$ cat src/rtl/punch_judge.sv
// punch_judge: game-round judge. Requests a target from the random generator,
// lights the matching zombie LED, judges the player's punch inside a time
// window, and keeps score and lives until the game is over.
module punch_judge #(
  parameter int WINDOW_CYCLES = 50_000_000,
  parameter int RESULT_CYCLES = 12_500_000,
  parameter int LIVES         = 3,
  parameter int SCORE_W       = 8
) (
  input  logic               clk,
  input  logic               rst,
  input  logic               start,
  input  logic               target_valid,
  input  logic [1:0]         target,
  input  logic [2:0]         btn,
  output logic               req_next,
  output logic [3:0]         led,
  output logic [SCORE_W-1:0] score,
  output logic [2:0]         lives,
  output logic               hit,
  output logic               miss,
  output logic               game_over
);

  // One down-counter serves both the punch window and the result hold.
  localparam int CNT_MAX = (WINDOW_CYCLES > RESULT_CYCLES) ? WINDOW_CYCLES : RESULT_CYCLES;
  localparam int CNT_W   = $clog2(CNT_MAX + 1);

  localparam logic [CNT_W-1:0]   WIN_LOAD   = CNT_W'(WINDOW_CYCLES - 1);
  localparam logic [CNT_W-1:0]   RES_LOAD   = CNT_W'(RESULT_CYCLES - 1);
  localparam logic [CNT_W-1:0]   CNT_ZERO   = CNT_W'(0);
  localparam logic [CNT_W-1:0]   CNT_ONE    = CNT_W'(1);
  localparam logic [2:0]         LIVES_INIT = 3'(LIVES);
  localparam logic [SCORE_W-1:0] SCORE_MAX  = {SCORE_W{1'b1}};
  localparam logic [SCORE_W-1:0] SCORE_ZERO = SCORE_W'(0);
  localparam logic [SCORE_W-1:0] SCORE_ONE  = SCORE_W'(1);

  typedef enum logic [2:0] {
    ST_IDLE     = 3'd0,
    ST_REQ      = 3'd1,
    ST_WAIT_TGT = 3'd2,
    ST_ACTIVE   = 3'd3,
    ST_RESULT   = 3'd4,
    ST_OVER     = 3'd5
  } state_t;

  // Zombie index 1..3 to one-hot button/LED pattern; 0 maps to no bits.
  function automatic logic [2:0] tgt_onehot(input logic [1:0] t);
    logic [2:0] oh;
    case (t)
      2'd1:    oh = 3'b001;
      2'd2:    oh = 3'b010;
      2'd3:    oh = 3'b100;
      default: oh = 3'b000;
    endcase
    return oh;
  endfunction

  state_t             state_r, state_s;
  logic [CNT_W-1:0]   cnt_r, cnt_s;
  logic [1:0]         tgt_r, tgt_s;
  logic               res_hit_r, res_hit_s;
  logic [SCORE_W-1:0] score_r, score_s;
  logic [2:0]         lives_r, lives_s;
  logic               req_r, req_s;
  logic [3:0]         led_r, led_s;
  logic               hit_r, hit_s;
  logic               miss_r, miss_s;
  logic               over_r, over_s;

  // Next-state, counters, score/lives and the next value of every output.
  always_comb begin
    state_s   = state_r;
    cnt_s     = cnt_r;
    tgt_s     = tgt_r;
    res_hit_s = res_hit_r;
    score_s   = score_r;
    lives_s   = lives_r;
    hit_s     = 1'b0;
    miss_s    = 1'b0;
    led_s     = 4'b0000;
    req_s     = 1'b0;
    over_s    = 1'b0;

    case (state_r)
      ST_IDLE: begin
        if (start) begin
          state_s = ST_REQ;
        end else begin
          state_s = ST_IDLE;
        end
      end
      ST_REQ: begin
        state_s = ST_WAIT_TGT;
      end
      ST_WAIT_TGT: begin
        if (target_valid) begin
          if (target != 2'd0) begin
            tgt_s   = target;
            cnt_s   = WIN_LOAD;
            state_s = ST_ACTIVE;
          end else begin
            state_s = ST_REQ;
          end
        end else begin
          state_s = ST_WAIT_TGT;
        end
      end
      ST_ACTIVE: begin
        // A press always outranks the timeout, even on the last window cycle.
        if (btn == tgt_onehot(tgt_r)) begin
          hit_s     = 1'b1;
          res_hit_s = 1'b1;
          score_s   = (score_r == SCORE_MAX) ? SCORE_MAX : score_r + SCORE_ONE;
          cnt_s     = RES_LOAD;
          state_s   = ST_RESULT;
        end else if ((btn != 3'b000) || (cnt_r == CNT_ZERO)) begin
          miss_s    = 1'b1;
          res_hit_s = 1'b0;
          lives_s   = (lives_r == 3'd0) ? 3'd0 : lives_r - 3'd1;
          cnt_s     = RES_LOAD;
          state_s   = ST_RESULT;
        end else begin
          cnt_s = cnt_r - CNT_ONE;
        end
      end
      ST_RESULT: begin
        if (cnt_r == CNT_ZERO) begin
          state_s = (lives_r == 3'd0) ? ST_OVER : ST_REQ;
        end else begin
          cnt_s = cnt_r - CNT_ONE;
        end
      end
      ST_OVER: begin
        if (start) begin
          score_s = SCORE_ZERO;
          lives_s = LIVES_INIT;
          state_s = ST_REQ;
        end else begin
          state_s = ST_OVER;
        end
      end
      default: begin
        state_s = ST_IDLE;
      end
    endcase

    // Outputs follow the state being entered so they line up with it.
    req_s  = (state_s == ST_REQ);
    over_s = (state_s == ST_OVER);
    case (state_s)
      ST_ACTIVE: led_s = {tgt_onehot(tgt_s), 1'b0};
      ST_RESULT: led_s = {3'b000, res_hit_s};
      ST_OVER:   led_s = 4'b1111;
      default:   led_s = 4'b0000;
    endcase
  end

  // State, counter, game bookkeeping and registered outputs.
  always_ff @(posedge clk or negedge rst) begin
    if (!rst) begin
      state_r   <= ST_IDLE;
      cnt_r     <= CNT_ZERO;
      tgt_r     <= 2'd0;
      res_hit_r <= 1'b0;
      score_r   <= SCORE_ZERO;
      lives_r   <= LIVES_INIT;
      req_r     <= 1'b0;
      led_r     <= 4'b0000;
      hit_r     <= 1'b0;
      miss_r    <= 1'b0;
      over_r    <= 1'b0;
    end else begin
      state_r   <= state_s;
      cnt_r     <= cnt_s;
      tgt_r     <= tgt_s;
      res_hit_r <= res_hit_s;
      score_r   <= score_s;
      lives_r   <= lives_s;
      req_r     <= req_s;
      led_r     <= led_s;
      hit_r     <= hit_s;
      miss_r    <= miss_s;
      over_r    <= over_s;
    end
  end

  assign req_next  = req_r;
  assign led       = led_r;
  assign score     = score_r;
  assign lives     = lives_r;
  assign hit       = hit_r;
  assign miss      = miss_r;
  assign game_over = over_r;

endmodule

$ cat config.mk
export PLATFORM = sky130hd
export DESIGN_NAME = punch_judge
export DESIGN_NICKNAME = d
export VERILOG_FILES = /design/src/rtl/punch_judge.sv
export SDC_FILE = /design/constraint.sdc
export NUM_CORES = 1
export LEC_CHECK = 0
export BUFFER_PORTS_ARGS = -buffer_cell sky130_fd_sc_hd__buf_4
export CORE_MARGIN = 2
export CORE_UTILIZATION = 45
export CTS_BUF_LIST = sky130_fd_sc_hd__clkbuf_8 sky130_fd_sc_hd__clkbuf_16
export CTS_CLUSTER_DIAMETER = 200
export CTS_CLUSTER_SIZE = 30
export DETAILED_ROUTE_END_ITERATION = 12
export GPL_ROUTABILITY_DRIVEN = 0
export SLEW_MARGIN = 20
export SYNTH_ARGS = -nofsm -noshare
export SYNTH_HDL_FRONTEND = slang
export SYNTH_SLANG_ARGS = --single-unit
$ cat constraint.sdc
create_clock -name clk -period 5.2 [get_ports clk]
set_clock_uncertainty 0.15 [all_clocks]
set_input_delay 1.04 -clock clk [delete_from_list [all_inputs] [get_ports clk]]
set_output_delay 1.04 -clock clk [all_outputs]
set_load 0.01 [all_outputs]
After elaboration in Yosys (flattened, before gate mapping)
Index checks and enable logic that the tools add are counted.

cells by class
  $add $sub $neg = 3
  mux-type cells = 39
  reduce and logical (&&, ||, !) cells = 11
  equality and inequality tests = 24

operators by type and width
  cell                   number
  $mux 26                5
  $pmux 26 s3            1
  $mux 3                 11
  $logic_not 26->1       1
  $sub 26x1->26 const B  1
  $mux 8                 3
  $pmux 3 s3             2
  $pmux 3 s6             1
  $pmux 8 s2             1
  $ne 2x2->1 const B     7
  $eq 3x3->1 const B     4
  $pmux 4 s3             1
  $eq 3x2->1 const B     3
  $mux 1                 9
  $add 8x1->8 const B    1
  $eq 2x2->1 const B     4
  $eq 8x8->1 const B     1
  $mux 2                 4
  $reduce_and 4->1       2
  $eq 3x1->1 const B     2
  $logic_not 3->1        2
  $pmux 3 s2             1
  $reduce_bool 3->1      2
  $eq 2x1->1 const B     2
  other kinds (5)        6

word-level totals
  output and inout bits = 19
  register bits after elaboration = 51
  word-level logic and storage cells = 88
  input bits = 9

Longest topological paths before layout
  depth after elaboration = 8
  depth in mapped cells = 10
  gate-level depth less buffers = 9

Worst setup path before layout
OpenSTA, ideal clock, no wires.

  path type = input to register
  from = input port btn[0]
  to = register cnt_r[19]
  setup time = 0.138 ns
  required time = 4.912 ns
  slack = 2.366 ns
  path buffers = 1
  stages on the path = 7
  arrival = 2.546 ns
  path through = or3_1 -> or2_2 -> a21o_1 -> o21a_1 -> buf_2 -> o21ai_0 -> o21ai_0

between the ends
  cells in the longest elaborated chain, start to end = 5
  elaborated cells between the ends (all ways) = 6
  those cells by class = eq/ne: 1; mux: 3; reduce/logical: 2

RTL lines
  item                  line  source
  from (decl)           15    input logic [2:0] btn,
  $reduce_bool 3->1     117   end else if ((btn != 3'b000) || (cnt_r == CNT_ZERO)) begin
  $logic_or 1x1->1      117
  $mux 26               117
  $mux 26 *             111   if (btn == tgt_onehot(tgt_r)) begin
  $pmux 26 s3 *         85    case (state_r)
  to (signal assigned)  175   cnt_r <= cnt_s;
  to (decl)             60    logic [CNT_W-1:0] cnt_r, cnt_s;

Mark *: on every way between the ends. The rest lies on a longest branch, timed or not.
A chain may end at the register's enable or synchronous reset.

Final worst setup path
  from = register cnt_r[21]
  to = register cnt_r[22]

between the ends
  cells in the longest elaborated chain, start to end = 5
  elaborated cells between the ends (all ways) = 9
  those cells by class = add/sub: 1; eq/ne: 1; mux: 4; reduce/logical: 3

RTL lines
  item
  branches (longest 5 deep; another with $sub 26x1->26)

Several ways; the timed one is not identified. The select of a mux whose other input is x is not followed.

==> impl_results.md <==
* Average via count per standard cell at 5.88
* Yosys cell types at 56
* TritonCTS clock tree: yes
* Crit-path max cell delay at 600 ps
* Placed Instances at 411
* Highest-delay cell along the critical path: or4_1
* Top_reg_cell synth: dfrtp_1
* IR drop worst, VDD at 239 uV
* Root Buffer: clkbuf_8
* Post-synthesis instance area at 2830 sq um
* Initial Util at 47.3%
* Commonest non-fill, non-tap cells in the layout: dfrtp_1, nand2_1, o21ai_0
* Register area share after synthesis at 45.2%
* First-pass GRT wire length at 11500 microns
* Commonest non-fill, non-tap cell in the layout: dfrtp_1
* Worst setup EP type: register
* GR Util met1 at 28.6%
* Top Family by Delay on Critical Path: compound AO/OA/AOI/OAI gates
* Largest net degree at the start of global routing at 52
* Slew @ Worst Pin at 896 ps
* RSZ-0062 raised after global routing: false
* Setup TNS at 0 ps
* CTS clk-pin slew, worst paths at 90 ps
* Critical Path AT at 3080 ps
* Psw at 573 uW
* Final Non-Filler Cells at 419
* Clk Latency, worst-skew pair at 310 ps
* First-pass DRT Iterations at 4
* Fin. max-slew vios at 0
* Clock Power Share at 16.2%
* Die height at 83.3 microns
* Initial antenna violation count at 0
* P_leak at 1.37 nW
* Status: completed
* Max Fclk at 0.330 GHz
* CP Buf/Inv Count at 0
* Post-CTS repair timing setup buffer count at 0
* Hold Crit Class: reg -> reg
* Sequential share of power at 47.4%
* Synth warnings at 0
* Max_cap viols at 0
* Die area at 6940 sq um
* CP Max Fanout at 16
* Minimum clock period at 3030 ps
* TritonCTS buffer count at 5
* Critical path class: reg -> reg
* Final hold vios at 0
* Post-route cell area at 3170 sq um
* PostCTS Resize Cnt at 0
* # nets final at 354
* Post-synthesis register bit count at 51
* # setup viols final at 0
* Detailed Place HPWL at 4650 microns
* Port buffer count at 27
* Top Ports at 28
* Hold buffer count at CTS at 0
* Switching portion of total power at 41.5%
* # DRC at 0
* Core Region at 5990 sq um
* Period utilization at 58.2%
* Syn Inst Count at 319
* Placed inst area at 3080 sq um
* H-tree depth at 2
* Met2 usage at 31.6%
* Grt met3 use at 3.58%
* Routed Antenna Nets at 0
* Layout cells sized above 1 at 14.8%
* Gr busiest metal: met2
* Slew headroom at 39.5%
* Clock sink count at 51
* Width of the die at 83.3 microns
* Worst slack at placement at 1640 ps
* Pwr/cell area at 436 nW/um^2
* Drt initial violations at 111
* Grt total ovfl at 0
* Logic pwr share at 36.3%
* Required time of the critical path at 5250 ps
* Internal Power at 808 uW
* Mean Syn Cell Area at 8.88 sq um
* Area grow syn2layout at 11.9%
* Vias at 2465
* Avg WL per Cell at 16.0 microns
* CTS max path bufs at 2
* Number of core rows at 28
* Worst-path cell chain: or4_1 > nor4_2 > a21o_1 > o21a_1 > o21ai_0 > a211o_1
* Number of synthesized flops with an enable pin at 0
* Critical path startpoint category: register
* Worst hold margin at 333 ps
* Post-synth ARST share at 100%
* N_diodes at 0
* Drt total wl at 6720 microns
* Final WS setup at 2170 ps
* Gr usage total at 20.1%
* Vias in the first global route at 2356
* Syn_nets at 330
## per-stage QoR
stage          total power [mW]  util [%]
2_1_floorplan             0.990         -
3_3_place_gp               1.14      51.4
3_5_place_dp               1.16      51.4
4_1_cts                    1.39      52.8
5_1_grt                    1.49      52.9
6_report                   1.38      52.9
## cell usage after synthesis, types with 4 or more instances
library cell  number  area, sq um
dfrtp_1           49         1230
nand2_1           36          135
o21ai_0           35          175
nor2_1            28          105
a21oi_1           19         95.1
nor3_1            15         75.1
inv_1              9         33.8
clkbuf_1           6         22.5
nand3_1            6         30.0
nor4_1             6         37.5
a22o_1             5         43.8
nand4_1            5         31.3
o21a_1             5         37.5
a211oi_1           4         30.0
a21o_1             4         30.0
a31oi_1            4         25.0
and2_1             4         25.0
mux2i_1            4         40.0
nand3b_1           4         30.0
o21ai_1            4         20.0
o41ai_1            4         35.0
or4_1              4         30.0
## layout make-up
cell class                      instances  area (sq um)
Fill cell                             557          2820
Multi-Input combinational cell        247          1460
Sequential cell                        51          1280
Timing Repair Buffer                   28           210
Tap cell                               75          93.8
Clock buffer                            5          68.8
Inverter                               10          37.5
Clock inverter                          3          16.3
## registers in the layout, summed over array words and instances (netlist names), 2 cells and up
name     cells
cnt_r       26
score        8
led          4
lives        3
state_r      3
tgt_r        2
## cells by family (layout without fill, tap and decap cells)
| group | Yosys count | in the layout | share of synthesized area [%] |
|---|---|---|---|
| adders and majority gates | 2 | 2 | 0.884 |
| buffers and inverters | 21 | 46 | 3.40 |
| and+or+nand+nor | 136 | 136 | 25.5 |
| AOI/OAI and AO/OA | 105 | 105 | 23.6 |
| muxes | 4 | 4 | 1.41 |
| DFF | 51 | 51 | 45.2 |
## final timing paths
check / start / to / slack, ps / depth (start not counted)
min in group asynchronous: rst / cnt_r[22] / 610 / 1
max in group asynchronous: rst / score[4] / 3860 / 1
worst min register to register: cnt_r[24] / cnt_r[24] / 330 / 1
worst max register to register: cnt_r[21] / cnt_r[22] / 2170 / 6
worst max-delay path: cnt_r[21] / cnt_r[22] / 2170 / 6
worst min-delay path: cnt_r[24] / cnt_r[24] / 330 / 1
## power by group through the flow
stage | Clock, mW | Combinational, mW | Sequential [mW]
floorplan | 0 | 0.364 | 0.625
global placement | 0 | 0.486 | 0.658
detailed placement | 0 | 0.499 | 0.660
CTS | 0.233 | 0.502 | 0.653
global route | 0.247 | 0.569 | 0.675
finish | 0.224 | 0.502 | 0.655
## layer usage
metal	wire (microns)	vias up
met3	177	6
li1	-	1236
met5	0	-
met2	3110	36
met1	3350	1187
met4	91	0
Power figures use the tool's default switching activity.
